File: src/rtl/rgmii_pkg.sv
// Shared constants, state encoding and helpers for the RGMII receive packager.
package rgmii_pkg;

    localparam int unsigned PREAMBLE_CNT_W = 8;
    localparam int unsigned BYTE_CNT_W     = 16;
    localparam int unsigned CRC_W          = 32;

    localparam logic [1:0] SPEED_CODE_GIGABIT     = 2'd2;
    localparam logic [1:0] SPEED_CODE_100_MEGABIT = 2'd1;
    localparam logic [1:0] SPEED_CODE_10_MEGABIT  = 2'd0;

    localparam logic [7:0] PREAMBLE_BYTE = 8'h55;
    localparam logic [7:0] SFD_GIGABIT   = 8'hD5;
    localparam logic [7:0] SFD_NIBBLE    = 8'hDD;

    // CRC-32 (0x04C11DB7) processed LSB first, so the register uses the reflected polynomial.
    localparam logic [CRC_W-1:0] CRC_POLY_REFLECTED = 32'hEDB88320;
    localparam logic [CRC_W-1:0] CRC_INIT           = 32'hFFFFFFFF;
    localparam logic [CRC_W-1:0] CRC_RESIDUE        = 32'hC704DD7B;

    typedef enum logic [2:0] {
        S_SYNC,
        S_BYTE,
        S_NIBBLE_LO,
        S_NIBBLE_HI,
        S_DROP
    } state_type;

    // Bit-reverse a CRC register so it can be compared against the MSB-first residue.
    function automatic logic [CRC_W-1:0] reverse32(input logic [CRC_W-1:0] v);
        logic [CRC_W-1:0] r;
        r = '0;
        for (int i = 0; i < int'(CRC_W); i++) begin
            r[i] = v[CRC_W-1-i];
        end
        return r;
    endfunction

endpackage

File: src/rtl/rgmii_crc32_byte.sv
// Combinational CRC-32 update of a reflected register by one byte.
module rgmii_crc32_byte
    import rgmii_pkg::*;
(
    input  logic [CRC_W-1:0] crc_in,
    input  logic [7:0]       data_in,
    output logic [CRC_W-1:0] crc_out_c
);

    // Eight LSB-first shift/xor steps.
    always_comb begin
        crc_out_c = crc_in ^ {24'd0, data_in};
        for (int i = 0; i < 8; i++) begin
            crc_out_c = crc_out_c[0] ? ((crc_out_c >> 1) ^ CRC_POLY_REFLECTED) : (crc_out_c >> 1);
        end
    end

endmodule

File: src/rtl/rgmii_frame_packager.sv
// RGMII receive packager: preamble/SFD lock, byte/nibble mode detect, nibble
// reassembly, first/last marking and per-frame error status.
// Optional FCS check enabled by defining RGMII_FRAME_PACKAGER_FCS_CHECK_EN.
module rgmii_frame_packager
    import rgmii_pkg::*;
#(
    parameter int unsigned PREAMBLE_MIN_BYTES = 6,
    parameter int unsigned MAX_FRAME_BYTES    = 1522
) (
    input  logic       clock,
    input  logic       reset_n,
    input  logic [7:0] data,
    input  logic       data_enable,
    input  logic       data_error,
    input  logic       link_is_10_megabit,
    output logic [8:0] packaged_data,
    output logic       packaged_data_valid,
    output logic       packaged_data_last,
    output logic       frame_error,
    output logic [1:0] speed_code
);

    localparam logic [PREAMBLE_CNT_W-1:0] PREAMBLE_MIN = PREAMBLE_CNT_W'(PREAMBLE_MIN_BYTES);
    localparam logic [BYTE_CNT_W-1:0]     MAX_BYTES    = BYTE_CNT_W'(MAX_FRAME_BYTES);

    logic [7:0]                in_data_q, in_data_d;
    logic                      in_enable_q, in_enable_d;
    logic                      in_error_q, in_error_d;
    state_type                 state_q, state_d;
    logic [PREAMBLE_CNT_W-1:0] preamble_cnt_q, preamble_cnt_d;
    logic [BYTE_CNT_W-1:0]     byte_cnt_q, byte_cnt_d;
    logic [3:0]                lo_nibble_q, lo_nibble_d;
    logic [7:0]                pend_byte_q, pend_byte_d;
    logic                      pend_valid_q, pend_valid_d;
    logic                      pend_first_q, pend_first_d;
    logic                      sticky_err_q, sticky_err_d;
    logic [1:0]                speed_q, speed_d;
    logic [8:0]                out_data_q, out_data_d;
    logic                      out_valid_q, out_valid_d;
    logic                      out_last_q, out_last_d;
    logic                      out_err_q, out_err_d;

    logic       in_frame;
    logic       frame_start;
    logic       frame_end;
    logic       odd_nibble;
    logic       new_byte_vld;
    logic [7:0] new_byte;
    logic       byte_accept;
    logic       fcs_bad;

    // Next-state, pending-byte and output computation.
    always_comb begin
        in_data_d      = data;
        in_enable_d    = data_enable;
        in_error_d     = data_error;
        state_d        = state_q;
        preamble_cnt_d = preamble_cnt_q;
        byte_cnt_d     = byte_cnt_q;
        lo_nibble_d    = lo_nibble_q;
        pend_byte_d    = pend_byte_q;
        pend_valid_d   = pend_valid_q;
        pend_first_d   = pend_first_q;
        sticky_err_d   = sticky_err_q;
        speed_d        = speed_q;
        out_data_d     = out_data_q;
        out_valid_d    = 1'b0;
        out_last_d     = 1'b0;
        out_err_d      = 1'b0;
        frame_start    = 1'b0;
        frame_end      = 1'b0;
        odd_nibble     = 1'b0;
        new_byte_vld   = 1'b0;
        new_byte       = '0;
        byte_accept    = 1'b0;
        in_frame       = state_q inside {S_BYTE, S_NIBBLE_LO, S_NIBBLE_HI};

        case (state_q)
            S_SYNC: begin
                if (in_enable_q && !in_error_q && in_data_q == PREAMBLE_BYTE) begin
                    if (preamble_cnt_q != '1) begin
                        preamble_cnt_d = preamble_cnt_q + PREAMBLE_CNT_W'(1);
                    end
                end else begin
                    preamble_cnt_d = '0;
                    if (in_enable_q && !in_error_q && preamble_cnt_q >= PREAMBLE_MIN) begin
                        if (in_data_q == SFD_GIGABIT) begin
                            state_d     = S_BYTE;
                            speed_d     = SPEED_CODE_GIGABIT;
                            frame_start = 1'b1;
                        end else if (in_data_q == SFD_NIBBLE) begin
                            state_d     = S_NIBBLE_LO;
                            speed_d     = link_is_10_megabit ? SPEED_CODE_10_MEGABIT
                                                             : SPEED_CODE_100_MEGABIT;
                            frame_start = 1'b1;
                        end
                    end
                end
            end
            S_BYTE: begin
                if (!in_enable_q) begin
                    frame_end = 1'b1;
                end else begin
                    new_byte_vld = 1'b1;
                    new_byte     = in_data_q;
                end
            end
            S_NIBBLE_LO: begin
                if (!in_enable_q) begin
                    frame_end = 1'b1;
                end else begin
                    lo_nibble_d = in_data_q[3:0];
                    state_d     = S_NIBBLE_HI;
                end
            end
            S_NIBBLE_HI: begin
                if (!in_enable_q) begin
                    frame_end  = 1'b1;
                    odd_nibble = 1'b1;
                end else begin
                    new_byte_vld = 1'b1;
                    new_byte     = {in_data_q[3:0], lo_nibble_q};
                    state_d      = S_NIBBLE_LO;
                end
            end
            S_DROP: begin
                if (!in_enable_q) begin
                    state_d = S_SYNC;
                end
            end
            default: state_d = S_SYNC;
        endcase

        if (in_frame && in_enable_q && in_error_q) begin
            sticky_err_d = 1'b1;
        end

        // A new byte either pushes the pending byte out, or overflows the frame.
        if (new_byte_vld) begin
            if (byte_cnt_q >= MAX_BYTES) begin
                out_valid_d  = pend_valid_q;
                out_data_d   = {pend_first_q, pend_byte_q};
                out_last_d   = pend_valid_q;
                out_err_d    = pend_valid_q;
                pend_valid_d = 1'b0;
                state_d      = S_DROP;
            end else begin
                byte_accept  = 1'b1;
                out_valid_d  = pend_valid_q;
                if (pend_valid_q) begin
                    out_data_d = {pend_first_q, pend_byte_q};
                end
                pend_byte_d  = new_byte;
                pend_valid_d = 1'b1;
                pend_first_d = !pend_valid_q;
                if (byte_cnt_q != '1) begin
                    byte_cnt_d = byte_cnt_q + BYTE_CNT_W'(1);
                end
            end
        end

        // Enable dropped: flush the pending byte as the frame's last.
        if (frame_end) begin
            state_d        = S_SYNC;
            preamble_cnt_d = '0;
            pend_valid_d   = 1'b0;
            if (pend_valid_q) begin
                out_valid_d = 1'b1;
                out_data_d  = {pend_first_q, pend_byte_q};
                out_last_d  = 1'b1;
                out_err_d   = sticky_err_q | odd_nibble | fcs_bad;
            end
        end

        if (frame_start) begin
            sticky_err_d = 1'b0;
            byte_cnt_d   = '0;
            pend_valid_d = 1'b0;
            pend_first_d = 1'b0;
        end
    end

    // State and datapath registers with synchronous reset.
    always_ff @(posedge clock) begin
        if (!reset_n) begin
            in_data_q      <= '0;
            in_enable_q    <= 1'b0;
            in_error_q     <= 1'b0;
            state_q        <= S_SYNC;
            preamble_cnt_q <= '0;
            byte_cnt_q     <= '0;
            lo_nibble_q    <= '0;
            pend_byte_q    <= '0;
            pend_valid_q   <= 1'b0;
            pend_first_q   <= 1'b0;
            sticky_err_q   <= 1'b0;
            speed_q        <= SPEED_CODE_100_MEGABIT;
            out_data_q     <= '0;
            out_valid_q    <= 1'b0;
            out_last_q     <= 1'b0;
            out_err_q      <= 1'b0;
        end else begin
            in_data_q      <= in_data_d;
            in_enable_q    <= in_enable_d;
            in_error_q     <= in_error_d;
            state_q        <= state_d;
            preamble_cnt_q <= preamble_cnt_d;
            byte_cnt_q     <= byte_cnt_d;
            lo_nibble_q    <= lo_nibble_d;
            pend_byte_q    <= pend_byte_d;
            pend_valid_q   <= pend_valid_d;
            pend_first_q   <= pend_first_d;
            sticky_err_q   <= sticky_err_d;
            speed_q        <= speed_d;
            out_data_q     <= out_data_d;
            out_valid_q    <= out_valid_d;
            out_last_q     <= out_last_d;
            out_err_q      <= out_err_d;
        end
    end

`ifdef RGMII_FRAME_PACKAGER_FCS_CHECK_EN
    logic [CRC_W-1:0] crc_q, crc_d, crc_next_c;

    rgmii_crc32_byte u_crc (
        .crc_in    (crc_q),
        .data_in   (new_byte),
        .crc_out_c (crc_next_c)
    );

    // Running CRC over every accepted payload byte, FCS included.
    always_comb begin
        crc_d = crc_q;
        if (frame_start) begin
            crc_d = CRC_INIT;
        end else if (byte_accept) begin
            crc_d = crc_next_c;
        end
    end

    // CRC register.
    always_ff @(posedge clock) begin
        if (!reset_n) begin
            crc_q <= CRC_INIT;
        end else begin
            crc_q <= crc_d;
        end
    end

    assign fcs_bad = (byte_cnt_q < BYTE_CNT_W'(4)) || (reverse32(crc_q) != CRC_RESIDUE);
`else
    assign fcs_bad = 1'b0;
`endif

    assign packaged_data       = out_data_q;
    assign packaged_data_valid = out_valid_q;
    assign packaged_data_last  = out_last_q;
    assign frame_error         = out_err_q;
    assign speed_code          = speed_q;

endmodule

File: config.mk
export PLATFORM = sky130hd
export DESIGN_NAME = rgmii_frame_packager
export DESIGN_NICKNAME = d
export VERILOG_FILES = /design/src/rtl/rgmii_pkg.sv /design/src/rtl/rgmii_crc32_byte.sv /design/src/rtl/rgmii_frame_packager.sv
export SDC_FILE = /design/constraint.sdc
export NUM_CORES = 1
export LEC_CHECK = 0
export CORE_UTILIZATION = 55
export DETAILED_ROUTE_END_ITERATION = 10
export PLACE_DENSITY = 0.88
export SYNTH_ARGS = -nofsm -noshare
export SYNTH_HDL_FRONTEND = slang
export SYNTH_SLANG_ARGS = --single-unit
File: constraint.sdc
create_clock -name clock -period 2.3 [get_ports clock]
set_clock_uncertainty 0.2 [all_clocks]
set_input_delay 0.46 -clock clock [delete_from_list [all_inputs] [get_ports clock]]
set_output_delay 0.46 -clock clock [all_outputs]
set_load 0.1 [all_outputs]
==> metrics, run 1 <==
status=completed; Clock power frac=0.435; total wire length=roughly 5.6 mm; Yosys top cell area share=0.450; critical path class=reg -> reg; Core Region=around 5000 sq um; Final nets=between 300 and 400; cell area after synthesis=between 2000 and 3000 sq um; Synth top cells by count=dfxtp_1, nor2_1, nand2_1; worst slew pin tran=approximately 0.74 ns; internal power=between 1.5 and 2 mW; Die Height=approximately 75 um; clock latency on the worst-skew pair=0.34 ns; Syn Area/Cell=9.39 sq um; yosys warns=0; fin util=0.664; largest net degree at the start of global routing=38; Worst Hold Class=reg -> reg; Resized cells post-CTS=0; Yosys top cell by area=dfxtp_1; Pwr per Cell Area=between 600 and 700 nW/um^2; Slew Viols, Final=0; Pre-Repair DR Iteration Count=6; distinct cell type count after synthesis=51; Rows=26; placed insts=around 400; Syn Nets=330; Area Growth Syn to Fin=16.2%; grt total ovfl=0; post-route ant nets=0; CTS buffer count=9; sequential-to-total area share from yosys stat=0.450; startpoint types=flop; die width=between 70 and 80 um; number of global-route vias before repair=2061; DRT iter0 DRCs=87; RSZ-0062 raised after global routing=no; layout cell share with drive strength beyond 1=0.150; Port Buf Inserts=26; slowest CP cell=dfxtp_1; die area=approximately 5600 sq um; Vias per Instance=5.54; most common cell in the netlist=dfxtp_1; H-tree depth=3; Peak VDD IR=roughly 0.43 mV; critical path endpoint category=flop; crit path cell chain=inv_1, ha_1, nor4_2, nor4_4, nor3_4, buf_12, mux2i_1, nor2_1; async set or reset register ratio after synthesis=0; Max-Cap Viols=0; Seq pwr share=0.536; worst reg-to-reg setup slack=between 0.15 and 0.2 ns; Post-synth EDFFs=0; ANT cells=0; Placer Congestion=between 0.8 and 0.9; I/O Pins=27; Tot GR Track Use=0.213; post-route insts no fill=between 400 and 500; Req. time, crit path=roughly 2.3 ns; Final Hold Fails=0; cts hold-fix bufs=0; setup_tns=0 ns; CP Data Arrival Time=between 2 and 2.5 ns; Starting Density=0.572; switching share of power=0.225; Worst path max stage delay=0.39 ns; NetSw=between 0.4 and 0.5 mW; WL/cell=13.4 um; min cycle time layout=around 2.1 ns; Gate power share=0.029; clk sinks=66; via count=about 2300; CTS Buffer Depth=2; CTS clock-pin slew for the worst setup and hold paths=roughly 0.08 ns; Slew headroom=0.504; Top FF cell, synth=dfxtp_1; Final period util=0.924; Synth Register Bits=between 60 and 70; initial antenna violation count=0; Max Fclk=between 400 and 500 MHz; global-route wire length before repair=8.93 mm; Post CTS Setup Buffer Count=0; top post-synthesis cells by area=dfxtp_1, mux2i_1, nor2_1, a21oi_1, a41o_1; drc violations=0; endpoints failing setup=0; CTS tree=built; Root Buffer=clkbuf_8; Cells after Synth=approximately 310; Lkg Pwr=between 1 and 1.5 nW; detailed-placement wirelength estimate=slightly below 4 mm; CP max FO=10
-- final cells by class --
type / count / area [sq um]
inverter: 8 / 30.0
sequential: 66 / 1320
timing repair buffer: 32 / 283
tap: 70 / 87.6
multi-input combinational: 225 / 1500
clock inverter: 7 / 70.1
clock buffer: 9 / 124
fill: 415 / 1730
-- kinds of logic after synthesis --
group | Yosys count | share of synthesized area
mux | 22 | 0.0749
compound gates | 49 | 0.120
xor+xnor | 11 | 0.0328
flops | 66 | 0.450
simple gates | 138 | 0.262
buf+inv | 22 | 0.0404
fa+ha+maj | 5 | 0.0204
-- layout by cell type, fill, tap and decap left out, drive strengths merged, types with 5 or more instances in the layout --
cell type and n:
nor3 5, and2 12, and3 10, mux2i 22, dfxtp 66, nor2 45
buf 20, xnor2 6, clkinv 5, a21oi 21, inv 8, xor2 5
nand4 7, clkbuf 9, a41o 9, nor4 5, nand3 9, clkdlybuf4s50 12
nand2 27
-- power by group through the flow --
stage / registers (mW) / logic, mW / clock network (mW)
2_1_floorplan: 1.18 / 0.0350 / 0
3_3_place_gp: 1.19 / 0.0615 / 0
3_5_place_dp: 1.19 / 0.0626 / 0
4_1_cts: 1.16 / 0.0629 / 0.962
5_1_grt: 1.16 / 0.0692 / 1.01
6_report: 1.16 / 0.0626 / 0.944
-- stage by stage --
stage	hold slack, ns	instance area [sq um]	power, mW	setup slack, ns
after detailed placement	0.251	3220	1.25	0.211
after global placement	0.252	3220	1.25	0.232
after global routing	0.288	3410	2.24	0.00101
final	0.264	3410	2.17	0.175
after floorplan	0.241	2940	1.22	0.398
after CTS	0.265	3410	2.19	0.158
-- sequential cells by signal (all words and copies together) (netlist names), 2 cells and up --
name and count:
pend_byte_q 8, state_q 3, lo_nibble_q 4, speed_code 2, in_data_q 8, preamble_cnt_q 8, byte_cnt_q 16, packaged_data 9
-- per-layer routing --
metal	vias up	share of wire	GRT usage
met2	56	0.50	0.357
met1	1080	0.44	0.249
met4	0	0.016	0.101
met5	-	0	0
li1	1165	-	-
met3	11	0.039	0.0629
-- worst max-delay path: cells and delay by family (launching register included) --
family | cells | cell delay, ns
flip-flops | 1 | 0.39
AND/OR/NAND/NOR | 4 | 0.72
buffers and inverters | 2 | 0.26
multiplexers | 1 | 0.23
adder cells (fa/ha/maj) | 1 | 0.21
-- path summary, 6_finish.rpt --
path | from | cells after the start | to
max | byte_cnt_q[0]$_SDFFE_PP0P_ | 8 | pend_byte_q[3]$_SDFFE_PN0P_
min | speed_code[1]$_SDFFE_PN0P_ | 2 | speed_code[1]$_SDFFE_PN0P_
max reg2reg | byte_cnt_q[0]$_SDFFE_PP0P_ | 8 | pend_byte_q[3]$_SDFFE_PN0P_
min reg2reg | speed_code[1]$_SDFFE_PN0P_ | 2 | speed_code[1]$_SDFFE_PN0P_
(Power assumes the default switching activity.)
==> inputs of run 2 (changes only) <==
- ABC_CLOCK_PERIOD_IN_PS: not set -> 2300
- CELL_PAD_IN_SITES_DETAIL_PLACEMENT: not set -> 1
- CELL_PAD_IN_SITES_GLOBAL_PLACEMENT: not set -> 2
- CORE_UTILIZATION: 55 -> 36
- PLACE_DENSITY: 0.88 -> 0.9
==> run 2 against run 1 <==
Effect of this change: hold slack better by 0.021 ns; largest cell class unchanged; setup slack improved by 0.042 ns; global-route usage is 4.0 points lower; cell count is 8.6% higher; design area grew 3.7%.
==> metrics, run 2 (synthesized netlist as in run 1, its figures left out) <==
Slew headroom=0.553; number of global-route vias before repair=2480; endpoints failing setup=0; fin util=0.454; Max Fclk=slightly below 500 MHz; Port Buf Inserts=26; commonest non-fill, non-tap cells in the layout=dfxtp_1, nor2_1, nand2_1; CTS buffer count=9; Placer Congestion=0.804; I/O Pins=27; largest reg by FF count=byte_cnt_q; Vias per Instance=slightly above 5; cell count of the worst reg-to-reg path=8; fin area=~3500 sq um; crit path cell chain=inv_1, ha_1, nor4_2, nor4_4, o21ai_2, buf_4, a21oi_1, a41o_1; Starting Density=0.376; critical path endpoint category=flop; DRT iter0 DRCs=82; clock latency on the worst-skew pair=0.34 ns; grt total ovfl=0; Max-Cap Viols=0; via count=approximately 2300; setup_tns=0 ns; Root Buffer=clkbuf_8; cts hold-fix bufs=0; Die Height=between 90 and 100 um; CTS clock-pin slew for the worst setup and hold paths=0.08 ns; H-tree depth=3; Pre-Repair DR Iteration Count=4; CP Data Arrival Time=~2.1 ns; Req. time, crit path=2.33 ns; Post CTS Setup Buffer Count=0; total wire length=approximately 6.6 mm; min cycle time layout=around 2.1 ns; status=completed; Resized cells post-CTS=0; Slew Viols, Final=0; post-route insts no fill=about 450; Crit. Startpoint=byte_cnt_q[0]$_SDFFE_PP0P_; Worst path max stage delay=about 0.4 ns; worst slew pin tran=approximately 0.67 ns; die area=approximately 8500 sq um; Rows=32; RR Endpoint=packaged_data[8]$_SDFF_PN0_; r2r startpoint=byte_cnt_q[0]$_SDFFE_PP0P_; ANT cells=0; DP Area=approximately 3300 sq um; Final nets=about 360; Worst Hold Class=reg -> reg; commonest non-fill, non-tap cell in the layout=dfxtp_1; hold endpoint=speed_code[1]$_SDFFE_PN0P_; Peak VDD IR=0.349 mV; startpoint types=flop; global-route wire length before repair=about 12 mm; clk sinks=between 60 and 70; placed insts=about 440; WL/cell=between 10 and 15 um; Min-Delay Startpoint=speed_code[1]$_SDFFE_PN0P_; drc violations=0; Tot GR Track Use=0.173; max reg flops=16; Final Hold Fails=0; RSZ-0062 raised after global routing=no; largest net degree at the start of global routing=38; post-route ant nets=0; detailed-placement wirelength estimate=about 4.7 mm; initial antenna violation count=0; die width=92.4 um; Pwr per Cell Area=approximately 690 nW/um^2; Area Growth Syn to Fin=20.5%; slowest CP cell=dfxtp_1; Core Region=a little under 8000 sq um; CTS tree=built; worst reg-to-reg setup slack=0.22 ns; critical path class=reg -> reg; Lkg Pwr=about 1.4 nW; CTS Buffer Depth=2; Hold Path Depth=2; CP max FO=18; layout cell share with drive strength beyond 1=0.160; Final period util=0.906
==> run 2: cell types whose count changed in the layout (fill, tap and decap cells not counted), sizes merged <==
| cell | previous run | this run |
|---|---|---|
| bufinv | 1 | 3 |
| clkbuf | 9 | 10 |
| clkinvlp | 1 | 2 |
| buf | 20 | 24 |
| clkinv | 5 | 1 |
==> run 2: how the worst max path moves through the flow <==
stage	endpoint
finish	packaged_data[8]$_SDFF_PN0_
global route	packaged_data[8]$_SDFF_PN0_
CTS	packaged_data[8]$_SDFF_PN0_
detailed placement	preamble_cnt_q[4]$_SDFFE_PP0P_
global placement	preamble_cnt_q[4]$_SDFFE_PP0P_
floorplan	pend_byte_q[2]$_SDFFE_PN0P_
==> run 2: cell type report <==
type	count	area [sq um]
Inverter	8	30.0
Clock inverter	6	114
Clock buffer	10	138
Multi-Input combinational cell	225	1500
Timing Repair Buffer	36	313
Sequential cell	66	1320
Tap cell	102	128
Fill cell	895	4270
==> run 2: worst max-delay path: cells and delay by family, from the launching register on <==
family / cells / cell delay [ns]
AOI/OAI and AO/OA: 3 / 0.47
and+or+nand+nor: 2 / 0.41
DFF: 1 / 0.40
buffers and inverters: 2 / 0.30
adders and majority gates: 1 / 0.21
==> run 2: per-layer routing <==
layer / track usage / wire length [um] / up-vias
li1: - / - / 1173
met5: 0 / 0 / -
met3: 0.0279 / 149 / 12
met2: 0.299 / 3320 / 33
met4: 0.0833 / 140 / 0
met1: 0.209 / 3040 / 1129
==> run 2: power breakdown <==
group | switching (mW) | total, mW | internal [mW]
logic | 0.0341 | 0.0676 | 0.0336
clock network | 0.455 | 1.21 | 0.751
registers | 0.00923 | 1.16 | 1.15
total | 0.499 | 2.43 | 1.94
==> run 2: stage by stage <==
| stage | total power [mW] | hold slack, ns | setup slack, ns |
|---|---|---|---|
| 4_1_cts | 2.46 | 0.289 | 0.202 |
| 5_1_grt | 2.52 | 0.305 | 0.0629 |
| 3_5_place_dp | 1.26 | 0.275 | 0.197 |
| 3_3_place_gp | 1.25 | 0.270 | 0.253 |
| 6_report | 2.43 | 0.285 | 0.217 |
| 2_1_floorplan | 1.22 | 0.241 | 0.398 |
